===== config.mk =====
export PLATFORM = sky130hd
export DESIGN_NAME = tx_ctrl_regfile
export DESIGN_NICKNAME = d
export VERILOG_FILES = /design/src/rtl/tx_ctrl_regfile.sv
export SDC_FILE = /design/constraint.sdc
export NUM_CORES = 1
export LEC_CHECK = 0
export CAP_MARGIN = 30
export CORE_ASPECT_RATIO = 0.7
export CORE_UTILIZATION = 52
export CTS_CLUSTER_SIZE = 20
export DETAILED_ROUTE_END_ITERATION = 12
export GPL_ROUTABILITY_DRIVEN = 0
export PLACE_DENSITY = 0.9
export SLEW_MARGIN = 30
export SYNTH_ARGS = -nofsm -noshare
export SYNTH_HDL_FRONTEND = slang
export SYNTH_SLANG_ARGS = --single-unit

===== constraint.sdc =====
create_clock -name clk -period 2.7 [get_ports clk]
set_input_delay 0.81 -clock clk [delete_from_list [all_inputs] [get_ports clk]]
set_output_delay 0.81 -clock clk [all_outputs]
set_load 0.03 [all_outputs]

===== src/rtl/tx_ctrl_regfile.sv =====
// tx_ctrl_regfile: host register bank and burst sequencer for the I2C
// transmit path. Holds SIZE/BURST, issues one tx_start per beat, counts
// tx_beat_done completions and reports BUSY/DONE/ERR.
// Optional feature macro: TXCTRL_IRQ_EN (adds irq port and CTRL.IRQ_EN).
module tx_ctrl_regfile #(
  parameter int DATA_W = 8,
  parameter int ADDR_W = 3
) (
  input  logic              clk,
  input  logic              rst_n,
  input  logic              wr_en,
  input  logic              rd_en,
  input  logic [ADDR_W-1:0] addr,
  input  logic [DATA_W-1:0] wdata,
  output logic [DATA_W-1:0] rdata,
  output logic              rvalid,
  output logic              tx_start,
  output logic [DATA_W-1:0] tx_size,
  input  logic              tx_beat_done,
  output logic              tx_abort,
`ifdef TXCTRL_IRQ_EN
  output logic              irq,
`endif
  output logic              busy
);

  typedef enum logic [1:0] {S_IDLE, S_ISSUE, S_WAIT} state_t;

  state_t            state_q, state_d;
  logic [DATA_W-1:0] size_q, size_d;
  logic [DATA_W-1:0] burst_q, burst_d;
  logic [DATA_W-1:0] remain_q, remain_d;
  logic [DATA_W-1:0] rdata_q, rdata_d;
  logic              done_q, done_d;
  logic              err_q, err_d;
  logic              rvalid_q;
  logic              tx_start_q, tx_start_d;
  logic              tx_abort_q, tx_abort_d;
  logic              abort_pend_q, abort_pend_d;
`ifdef TXCTRL_IRQ_EN
  logic              irq_en_q, irq_en_d;
  logic              irq_q;
`endif

  logic ctrl_wr, size_wr, burst_wr, status_wr;
  logic start_cmd, abort_cmd, busy_w, abort_now;
  logic done_set, err_set;

  // Write decode; ABORT in the same CTRL write suppresses START.
  always_comb begin
    ctrl_wr   = wr_en && (addr == ADDR_W'(0));
    size_wr   = wr_en && (addr == ADDR_W'(1));
    burst_wr  = wr_en && (addr == ADDR_W'(2));
    status_wr = wr_en && (addr == ADDR_W'(3));
    abort_cmd = ctrl_wr && wdata[1];
    start_cmd = ctrl_wr && wdata[0] && !wdata[1];
    busy_w    = (state_q != S_IDLE);
    // An abort is acted on one edge after it is written, if still busy.
    abort_now = abort_pend_q && busy_w;
  end

  // Sequencer next-state, beat counting and sticky status sets.
  always_comb begin
    state_d  = state_q;
    remain_d = remain_q;
    done_set = 1'b0;
    err_set  = 1'b0;
    unique case (state_q)
      S_IDLE: begin
        if (start_cmd) begin
          if (burst_q != '0) begin
            state_d  = S_ISSUE;
            remain_d = burst_q;
          end else begin
            err_set = 1'b1;
          end
        end
      end
      S_ISSUE: state_d = S_WAIT;
      S_WAIT: begin
        if (tx_beat_done) begin
          remain_d = remain_q - DATA_W'(1);
          if (remain_q == DATA_W'(1)) begin
            state_d  = S_IDLE;
            done_set = 1'b1;
          end else begin
            state_d = S_ISSUE;
          end
        end
      end
      default: state_d = S_IDLE;
    endcase
    // Abort overrides any progress made in the same cycle.
    if (abort_now) begin
      state_d  = S_IDLE;
      remain_d = remain_q;
      done_set = 1'b0;
    end
    if (busy_w && (start_cmd || size_wr || burst_wr))
      err_set = 1'b1;
    // Only latch a pending abort if the burst is not already ending.
    abort_pend_d = abort_cmd && busy_w && (state_d != S_IDLE);
    tx_start_d   = (state_q == S_ISSUE) && !abort_now;
    tx_abort_d   = abort_now;
  end

  // Register file updates and registered read mux (pre-write values).
  always_comb begin
    size_d  = (size_wr && !busy_w) ? wdata : size_q;
    burst_d = (burst_wr && !busy_w) ? wdata : burst_q;
    done_d  = done_set | (done_q & ~(status_wr & wdata[1]));
    err_d   = err_set | (err_q & ~(status_wr & wdata[2]));
`ifdef TXCTRL_IRQ_EN
    irq_en_d = ctrl_wr ? wdata[2] : irq_en_q;
`endif
    rdata_d = rdata_q;
    if (rd_en) begin
      rdata_d = '0;
      if (addr == ADDR_W'(0)) begin
`ifdef TXCTRL_IRQ_EN
        rdata_d[2] = irq_en_q;
`endif
      end else if (addr == ADDR_W'(1)) begin
        rdata_d = size_q;
      end else if (addr == ADDR_W'(2)) begin
        rdata_d = burst_q;
      end else if (addr == ADDR_W'(3)) begin
        rdata_d[0] = busy_w;
        rdata_d[1] = done_q;
        rdata_d[2] = err_q;
      end else if (addr == ADDR_W'(4)) begin
        rdata_d = remain_q;
      end
    end
  end

  // State and register update with synchronous active-low reset.
  always_ff @(posedge clk) begin
    if (!rst_n) begin
      state_q      <= S_IDLE;
      size_q       <= '0;
      burst_q      <= '0;
      remain_q     <= '0;
      rdata_q      <= '0;
      done_q       <= 1'b0;
      err_q        <= 1'b0;
      rvalid_q     <= 1'b0;
      tx_start_q   <= 1'b0;
      tx_abort_q   <= 1'b0;
      abort_pend_q <= 1'b0;
`ifdef TXCTRL_IRQ_EN
      irq_en_q     <= 1'b0;
      irq_q        <= 1'b0;
`endif
    end else begin
      state_q      <= state_d;
      size_q       <= size_d;
      burst_q      <= burst_d;
      remain_q     <= remain_d;
      rdata_q      <= rdata_d;
      done_q       <= done_d;
      err_q        <= err_d;
      rvalid_q     <= rd_en;
      tx_start_q   <= tx_start_d;
      tx_abort_q   <= tx_abort_d;
      abort_pend_q <= abort_pend_d;
`ifdef TXCTRL_IRQ_EN
      irq_en_q     <= irq_en_d;
      irq_q        <= done_q & irq_en_q;
`endif
    end
  end

  assign rdata    = rdata_q;
  assign rvalid   = rvalid_q;
  assign tx_start = tx_start_q;
  assign tx_abort = tx_abort_q;
  assign tx_size  = size_q;
  assign busy     = busy_w;
`ifdef TXCTRL_IRQ_EN
  assign irq      = irq_q;
`endif

endmodule


==> results by stage <==
Run status:
- The run finished with clean final reports.

Clock network:
- The clock-pin slew of the registers on the worst-case setup and hold paths is 0.08 ns.
- The largest buffer count on any clock path is 2.
- In this run, CTS created clock tree buffers numbering 5.
- Counting every sink on the clock net gives 40.
- The CTS tree is built.
- The clock latency reported for the late side of the worst-skew pair is 0.31 ns.
- Gates resized during post-CTS repair numbered 0.
- The clock root buffer is sky130_fd_sc_hd__clkbuf_8.
- The buffers inserted during post-CTS setup optimization is 0.
- In this run the number of H-tree levels came out at 2.
- After clock tree synthesis, the flow added hold-fix buffers numbering 0.

Route:
- In the routed design, unresolved DRC markers number 0.
- The detailed router's first-iteration violation count is 115.
- The detailed-route vias per instance is 5.92.
- The first detailed-routing pass took 4 iterations.
- The routed layout has 1890 vias.
- In this run the remaining antenna-violating nets after routing total 0.
- Wires add up to 5.18 mm.
- The wire length per cell after detailed routing is 16.2 um.

STA:
- The shortest period the worst path allows is 2.50 ns.
- Headroom to the max-slew limit came out at 61.2%.
- Setup repair after global routing left no endpoint under its margin.
- The worst-case clock skew is 0.00809 ns.
- Setup violations remaining at the end of the flow were counted as 0.
- The slew at the pin closest to its max-slew limit is 0.582 ns.
- The max-slew violation total from the final report came to 0.
- Of the available clock period, the critical path in the final layout requires 92.6%.
- The worst path meets setup with 0.199 ns of slack.
- The upper clock frequency limit is 400 MHz.
- The number of endpoints with negative hold slack in the final report is 0.

Job:
- Max-cap violations in this run came to 0.

Power and ir drop:
- The worst-case IR drop observed on VDD is 315 uV.
- The share of total power dissipated in sequential elements is 47.8%.
- In this run the static leakage power is 1.08 nW.
- The clock network burns 39.1% of the power.
- The relative contribution of combinational cells to total power is 13.2%.
- The power density of the placed cells is 494 nW/um^2.
- The internal power consumption is 0.962 mW.
- The reported net switching power is 0.328 mW.
- The completed layout was analyzed and its total power is 1.29 mW.
- The share of total power consumed by net switching is 25.4%.

Setup path:
- The critical path data required time is 1.89 ns.
- The critical path startpoint category is a register.
- The endpoint identified for the worst register-to-register timing path is remain_q[4].
- The type of the worst setup path is reg -> out.
- The critical path launch point is state_q[0].
- In this run the critical register-to-register path is launched from state_q[0].
- The worst register-to-register path has a depth of 5.
- The slack of the worst reg-to-reg path is 0.66 ns.
- Of all nets on the critical path, the largest fanout is 8.
- The endpoint arrival time on the critical path is 1.69 ns.
- The worst setup path is captured at an output port.

Worst hold path:
- The end point of the most critical hold path is done_q.
- The min-delay analysis places its worst path in the category reg -> reg.
- The launch instance of the worst min-delay path is done_q.
- The count of cells along the worst hold path is 2.

GRT:
- In the global route stage, overall resource usage came out at 27.3%.
- The via count of the first global-routing pass is 1762.
- The number of antenna violations at the first check in global routing is 0.
- The first global-routing pass estimated 8.54 mm of wire.
- After global routing the overflow that remains totals 0.
- The maximum number of pins on one net before global-route repair is 25.

Placement:
- The wire-length estimate of the detail-placed layout is 3.68 mm.
- The port buffer count is 35.
- The worst-case setup slack after placement is -0.0538 ns.
- Once placement completed, the tool counted placed cells totaling 311.

Finish:
- At the end of the flow the core is filled with cells to 71.6%.
- The layout net count is 286.
- In the layout the commonest cells are 40 x sky130_fd_sc_hd__dfxtp_1, 35 x sky130_fd_sc_hd__clkdlybuf4s50_1, 22 x sky130_fd_sc_hd__nor2b_1.
- The number of inserted diodes is 0.
- The area growth from synthesis to layout is 27.8%.
- Leaving out filler cells and counting taps, the final layout contains 319.
- The most common library cell in the layout ignoring fill and taps is sky130_fd_sc_hd__dfxtp_1.
- Of the cells placed in the final design, the portion with a size suffix greater than 1 is 10.4%.

Floorplanning:
- The die area is 4190 um^2.
- For this configuration, the core starts out at a cell density of 56.1%.
- In this run the core area contains 18 standard-cell rows.
- From bottom edge to top edge, the die measures 54.5 um.
- The area of the core is 3650 um^2.
- The horizontal extent of the die is 77.0 um.
- Pin placement for this block handled 36 I/O pins.

Synthesis:
- For this run, the number of Yosys warnings is 0.
- Counting flops with a built-in enable in the synthesized netlist gives 0.
- Yosys mapped the design onto 45 distinct sky130hd cell types.
- The average cell area after synthesis is 8.97 um^2.
- The number of synthesized register bits is 40.
- The number of nets in the synthesized netlist is 246.
- The fraction of registers with async set/reset is 0%.
- For this run, the leading register cell type out of synthesis is sky130_fd_sc_hd__dfxtp_1.
- The instance count of the mapped netlist is 228.
- The fraction of the yosys area taken by sequential cells is 39.1%.
- The cell area after synthesis is 2050 um^2.
==> worst max path at each step <==
stage	end	slack [ns]	depth (start not counted)
final	busy	0.20	3
after CTS	busy	0.21	3
after floorplan	remain_q[2]	0.50	6
after global placement	remain_q[1]	-0.01	6
after detailed placement	remain_q[1]	-0.05	6
after global routing	busy	0.13	3
==> synthesized netlist by cell type, types with 2 or more instances <==
cell type	instances	share of area, %
sky130_fd_sc_hd__nor4_1	3	0.92
sky130_fd_sc_hd__nand2b_1	8	2.4
sky130_fd_sc_hd__o21ai_0	3	0.73
sky130_fd_sc_hd__nor2_1	12	2.2
sky130_fd_sc_hd__or4_1	2	0.73
sky130_fd_sc_hd__o21ai_1	2	0.49
sky130_fd_sc_hd__a21oi_1	12	2.9
sky130_fd_sc_hd__o31a_1	2	0.86
sky130_fd_sc_hd__buf_2	2	0.49
sky130_fd_sc_hd__nand4_1	3	0.92
sky130_fd_sc_hd__a22oi_1	7	2.6
sky130_fd_sc_hd__o221ai_1	2	0.86
sky130_fd_sc_hd__ha_1	2	1.2
sky130_fd_sc_hd__a211o_1	2	0.86
sky130_fd_sc_hd__o22ai_1	3	0.92
sky130_fd_sc_hd__a21boi_1	2	0.73
sky130_fd_sc_hd__o31ai_1	2	0.73
sky130_fd_sc_hd__a21boi_0	3	1.1
sky130_fd_sc_hd__o211ai_1	6	2.2
sky130_fd_sc_hd__mux2i_1	18	8.8
sky130_fd_sc_hd__clkbuf_1	13	2.4
sky130_fd_sc_hd__nor4_2	2	1.2
sky130_fd_sc_hd__inv_1	3	0.55
sky130_fd_sc_hd__and3b_1	2	0.86
sky130_fd_sc_hd__or3_1	2	0.61
sky130_fd_sc_hd__and2_1	2	0.61
sky130_fd_sc_hd__o2bb2ai_1	2	0.86
sky130_fd_sc_hd__dfxtp_1	40	39
sky130_fd_sc_hd__o211a_1	7	3.4
sky130_fd_sc_hd__nand2_1	20	3.7
sky130_fd_sc_hd__nand3_1	4	0.98
sky130_fd_sc_hd__nor2b_1	22	6.7
==> power groups by stage <==
stage	clock network (mW)	registers [mW]	logic, mW
floorplan	0	0.644	0.0774
global placement	0	0.629	0.163
detailed placement	0	0.629	0.167
CTS	0.506	0.616	0.168
global route	0.537	0.618	0.182
finish	0.504	0.616	0.170
==> cell type report <==
class	count	area (um^2)
Timing Repair Buffer	48	448
Clock inverter	3	47.5
Sequential cell	40	801
Fill cell	300	1030
Inverter	3	11.3
Multi-Input combinational cell	170	1170
Tap cell	50	62.6
Clock buffer	5	68.8
==> metrics by stage <==
stage	hold slack (ns)	instance area (um^2)	TNS, ns
after floorplan	0.443	2050	0
after global placement	0.456	2500	-0.0138
after detailed placement	0.456	2500	-0.0538
after CTS	0.466	2610	0
after global routing	0.483	2610	0
final	0.466	2610	0
==> layer usage <==
layer,vias up,part of all wire [%],GRT usage (%)
met3,10,5.9,5.67
met5,-,0,0
li1,910,-,-
met2,67,45,46.9
met1,903,48,34.8
met4,0,1.4,9.94
==> registers in the layout, summed over array words and instances (netlist names), 2 cells and up <==
register and cells:
state_q 2, rdata 8, burst_q 8, remain_q 8
tx_size 8
==> logic make-up after synthesis <==
family / after synthesis / synth area share (%)
multiplexers: 18 / 8.81
buffers and inverters: 18 / 3.43
flip-flops: 40 / 39.1
adder cells (fa/ha/maj): 2 / 1.22
XOR/XNOR: 1 / 0.428
AND/OR/NAND/NOR: 88 / 24.5
AO/OA/AOI/OAI: 61 / 22.4
==> worst max-delay path, cell delays in order, from the launching register on <==
cell and delay, ns:
sky130_fd_sc_hd__dfxtp_1 0.47, sky130_fd_sc_hd__nor2_1 0.09, sky130_fd_sc_hd__inv_1 0.14, sky130_fd_sc_hd__clkdlybuf4s50_1 0.69
(Power assumes the default switching activity.)
